**config.mk**
```make
export PLATFORM = sky130hd
export DESIGN_NAME = uart_tx_packetizer
export DESIGN_NICKNAME = d
export VERILOG_FILES = /design/src/rtl/uart_tx_packetizer.sv
export SDC_FILE = /design/constraint.sdc
export NUM_CORES = 1
export LEC_CHECK = 0
export CAP_MARGIN = 20
export CELL_PAD_IN_SITES_DETAIL_PLACEMENT = 2
export CELL_PAD_IN_SITES_GLOBAL_PLACEMENT = 2
export CORE_MARGIN = 2
export CORE_UTILIZATION = 35
export CTS_BUF_LIST = sky130_fd_sc_hd__clkbuf_8
export CTS_CLUSTER_SIZE = 40
export DETAILED_ROUTE_END_ITERATION = 12
export PLACE_DENSITY = 0.83
export SLEW_MARGIN = 25
export SYNTH_ARGS = -nofsm -noshare
export SYNTH_HDL_FRONTEND = slang
export SYNTH_SLANG_ARGS = --single-unit
```
**constraint.sdc**
```tcl
create_clock -name clk -period 4.2 [get_ports clk]
set_input_delay 1.26 -clock clk [delete_from_list [all_inputs] [get_ports clk]]
set_output_delay 1.26 -clock clk [all_outputs]
set_load 0.01 [all_outputs]
```
**src/rtl/uart_tx_packetizer.sv**
```systemverilog
// Frames status/response messages as SOF, CMD, LEN, payload[, checksum] bytes into the UART TX FIFO.
// Define TX_PKT_CHECKSUM_EN to append the 8-bit modular checksum byte (CHK state).
module uart_tx_packetizer #(
  parameter int         PAYLOAD_BYTES = 4,
  parameter logic [7:0] SOF_BYTE      = 8'hAA
) (
  input  logic                       clk,
  input  logic                       reset,
  input  logic                       req_valid,
  output logic                       req_ready,
  input  logic [7:0]                 req_cmd,
  input  logic [7:0]                 req_len,
  input  logic [8*PAYLOAD_BYTES-1:0] req_payload,
  output logic [7:0]                 tx_data,
  output logic                       push,
  input  logic                       tx_fifo_full,
  output logic                       busy,
  output logic                       pkt_done,
  output logic [2:0]                 dbg_state
);

  localparam int IW = $clog2(PAYLOAD_BYTES) + 1;

  typedef enum logic [2:0] {
    S_IDLE = 3'd0,
    S_SOF  = 3'd1,
    S_CMD  = 3'd2,
    S_LEN  = 3'd3,
    S_DATA = 3'd4
`ifdef TX_PKT_CHECKSUM_EN
    , S_CHK = 3'd5
`endif
  } state_t;

`ifdef TX_PKT_CHECKSUM_EN
  localparam state_t TAIL         = S_CHK;
  localparam logic   TAIL_IS_IDLE = 1'b0;
  logic [7:0] chk_q;
`else
  localparam state_t TAIL         = S_IDLE;
  localparam logic   TAIL_IS_IDLE = 1'b1;
`endif

  state_t                     state;
  logic [7:0]                 cmd_q;
  logic [IW-1:0]              len_q;
  logic [IW-1:0]              idx_q;
  logic [IW-1:0]              len_clamped;
  logic [8*PAYLOAD_BYTES-1:0] pay_q;
  logic                       emitting;
  logic                       last_data;

  // Handshakes: a request is taken on a rising edge with req_valid & req_ready;
  // a byte is written to the FIFO on every rising edge where push is high, and
  // push is never high while tx_fifo_full is high.
  assign req_ready = (state == S_IDLE);
  assign busy      = (state != S_IDLE);
  assign emitting  = (state != S_IDLE);
  assign push      = emitting & ~tx_fifo_full;
  assign dbg_state = state;

  assign len_clamped = (req_len > 8'(PAYLOAD_BYTES)) ? IW'(PAYLOAD_BYTES) : IW'(req_len);
  assign last_data   = (idx_q == len_q - IW'(1));

  always_comb begin
    tx_data = 8'h00;
    case (state)
      S_SOF:  tx_data = SOF_BYTE;
      S_CMD:  tx_data = cmd_q;
      S_LEN:  tx_data = 8'(len_q);
      S_DATA: tx_data = pay_q[7:0];
`ifdef TX_PKT_CHECKSUM_EN
      S_CHK:  tx_data = chk_q;
`endif
      default: tx_data = 8'h00;
    endcase
  end

  always_ff @(posedge clk or posedge reset) begin
    if (reset) begin
      state    <= S_IDLE;
      cmd_q    <= 8'h00;
      len_q    <= '0;
      idx_q    <= '0;
      pay_q    <= '0;
      pkt_done <= 1'b0;
`ifdef TX_PKT_CHECKSUM_EN
      chk_q    <= 8'h00;
`endif
    end else begin
      pkt_done <= 1'b0;
      case (state)
        S_IDLE: begin
          if (req_valid) begin
            cmd_q <= req_cmd;
            len_q <= len_clamped;
            pay_q <= req_payload;
            idx_q <= '0;
`ifdef TX_PKT_CHECKSUM_EN
            chk_q <= 8'h00;
`endif
            state <= S_SOF;
          end
        end
        S_SOF: if (push) state <= S_CMD;
        S_CMD: if (push) state <= S_LEN;
        S_LEN: begin
          if (push) begin
            if (len_q == '0) begin
              state    <= TAIL;
              pkt_done <= TAIL_IS_IDLE;
            end else begin
              state <= S_DATA;
            end
          end
        end
        S_DATA: begin
          // Payload is shifted out so the current byte always sits in the low lane.
          if (push) begin
            pay_q <= pay_q >> 8;
            idx_q <= idx_q + IW'(1);
            if (last_data) begin
              state    <= TAIL;
              pkt_done <= TAIL_IS_IDLE;
            end
          end
        end
`ifdef TX_PKT_CHECKSUM_EN
        S_CHK: begin
          if (push) begin
            state    <= S_IDLE;
            pkt_done <= 1'b1;
          end
        end
`endif
        default: state <= S_IDLE;
      endcase
`ifdef TX_PKT_CHECKSUM_EN
      // SOF is excluded from the sum; CMD, LEN and payload are folded in as pushed.
      if (push && (state == S_CMD || state == S_LEN || state == S_DATA))
        chk_q <= chk_q + tx_data;
`endif
    end
  end

endmodule

```
==> flow_summary.ini <==
[outcome]
status = finished clean

[synth]
synth_ff_type = dfrtp_1
async_flop_share = 1.00
synth_top_area_frac = 0.478
synth_commonest_cells = dfrtp_1, nand2_1, mux2_4, mux2_2, a22o_1
ys_seq_area_frac = 0.478
synthTopCellsByArea = dfrtp_1, mux2_4, mux2_2, nand2_1, a22o_1
ys_ff_latch = 50
ys_warn_count = 0
synth-edff-count = 0
synthesis.area_mm2 = 0.00262
synth.most_common_cell = dfrtp_1
synth_top_area_cell = dfrtp_1
syn-num-nets = 269
synth.distinct_cells = 34
avgSynthCellArea_um2 = 12.2
netlist_instances = 214

[min_path]
min_from = cmd_q[1]$_DFFE_PP0P_
hold_class = flop to flop
holdPathStages = 2
whs_endpoint = cmd_q[1]$_DFFE_PP0P_

[sta]
whs_ps = 488
worst_pin_slew_ps = 957
slew_viol_final = 0
hold_violations = 0
period_minus_slack_ps = 3780
finClkSkew_ps = 5.28
setup_tns_ps = 0
rsz0062_at_grt = no
relSlewSlack = 0.360
setup-violations-final = 0
timing.final.crit_share = 0.899
fmax_ghz = 0.265

[die]
core-area_mm2 = 0.00725
initial_core_util = 0.361
ios = 67
rows = 31
fp.dieArea_mm2 = 0.00819
die_h_um = 90.5
fp.dieW_um = 90.5

[pwr]
p_leak_nw = 1.54
power_density_mw_per_mm2 = 613
peakVddDrop_uv = 182

[clock_tree]
cts_made_buffers = 5
cts_root_buf = clkbuf_8
htreeDepth = 2
cts.sinks = 50
clk_latency_ps = 300
clk_pin_slew_ps = 90
clockBufferDepth = 2
post_cts_resize_count = 0
tritoncts = done
cts_setup_buffers = 0
cts-hold-fix-buffers = 0

[layout]
fin_area_mm2 = 0.00346
drive_above_1_share = 0.237
area_growth_pct = 32.2
n_antenna_cell = 0
fin_nets = 333
nFillCells = 739

[global_routing]
overflow = 0
first_global_vias = 2069
grtUsageTotal = 0.167
grt_pass1_wl_um = 10900
grt_max_degree = 51
antenna_found_initial = 0

[placement]
portBuffers = 66
place.gp.congestion = 0.717
dpl_cell_area_mm2 = 0.00335
dp_hpwl_um = 4590

[setup_path]
critPathCaptureType = output port
critPathMaxFanout = 8
path_class = input port to output port
r2r_end = pay_q[18]$_DFFE_PP0P_
arrival_ps = 2520
r2r-start = dbg_state[2]$_DFFE_PP0P_
cp-start-kind = input port
r2r_cells = 4
crit_required_ps = 2940
crit_path_start = tx_fifo_full
reg2reg_slack_ps = 1900

[routing]
route.antenna.remaining_nets = 0
drc = 0
routed_wl_um = 6340
vias_per_cell = 4.94
first_pass_iters = 4
via_count = 1869
post_drt_wl_per_cell_um = 16.8
drt_iter0_drc = 42

[job]
maxCapViolations = 0
[registers in the layout, summed over array words and instances (netlist names)]
name	count
dbg_state	3
len_q	3
pay_q	32
pkt_done	1
cmd_q	8
idx_q	3
[critical path, cell delays in order]
cell and delay [ps]:
clkdlybuf4s50_1 560, nor2_1 150, clkdlybuf4s50_1 540
[per-stage QoR]
stage	setup WS, ps	std cells	total power [W]	utilization
6_report	425	378	0.00212	0.477
5_1_grt	293	378	0.00228	0.477
4_1_cts	412	378	0.00215	0.477
3_5_place_dp	435	370	0.00181	0.462
3_3_place_gp	439	370	0.00176	0.462
2_1_floorplan	1510	214	0.00146	-
[worst max path at each step]
stage,slack [ps],depth (start not counted),end
after floorplan,1510,1,push
after global placement,440,3,push
after detailed placement,440,3,push
after CTS,410,3,push
after global routing,290,4,tx_data[3]
final,420,3,push
[cells in the final DEF, fill, tap and decap left out, types with 2 or more instances in the layout]
master / Yosys / layout
a21oi_1: 6 / 6
mux2_2: 23 / 23
a22o_1: 12 / 12
mux2i_1: 2 / 2
buf_4: 0 / 3
inv_1: 6 / 7
nand2_1: 31 / 31
dfrtp_1: 50 / 50
nor2b_1: 7 / 7
xnor2_1: 4 / 4
nor4_1: 2 / 2
a22oi_1: 2 / 2
clkdlybuf4s50_1: 0 / 66
ha_1: 3 / 3
o21ai_0: 3 / 3
mux2_4: 27 / 27
nor3_1: 3 / 3
a21o_1: 2 / 2
clkbuf_8: 0 / 5
nor2_1: 5 / 5
[final cells by class]
class / count / area, um^2 / share of cell area
Inverter: 6 / 25.0 / 0.00723
Clock buffer: 5 / 68.8 / 0.0199
Tap cell: 99 / 124 / 0.0358
Sequential cell: 50 / 1250 / 0.362
Clock inverter: 3 / 37.5 / 0.0108
Multi-Input combinational cell: 146 / 1270 / 0.367
Timing Repair Buffer: 69 / 683 / 0.197
[per-layer routing]
| layer | part of all wire | wire length [um] | GRT usage | up-vias |
|---|---|---|---|---|
| met5 | 0 | 0 | 0 | - |
| met2 | 0.52 | 3290 | 0.299 | 51 |
| met3 | 0.041 | 259 | 0.0376 | 5 |
| li1 | - | - | - | 879 |
| met4 | 0.0063 | 40 | 0.0346 | 0 |
| met1 | 0.43 | 2740 | 0.206 | 934 |
[power by group]
group / switching (W) / internal (W)
clock network: 0.000163 / 0.000174
registers: 0.000181 / 0.000692
logic: 0.000361 / 0.000550
[logic make-up (layout without fill, tap and decap cells)]
logic type,count (synthesis),in the layout,share of synthesized area
flops,50,50,0.478
buf+inv,18,83,0.0368
mux,52,52,0.261
fa+ha+maj,3,3,0.0143
xor+xnor,4,4,0.0134
simple gates,57,57,0.113
compound gates,30,30,0.0832
Power figures use the tool's default switching activity.
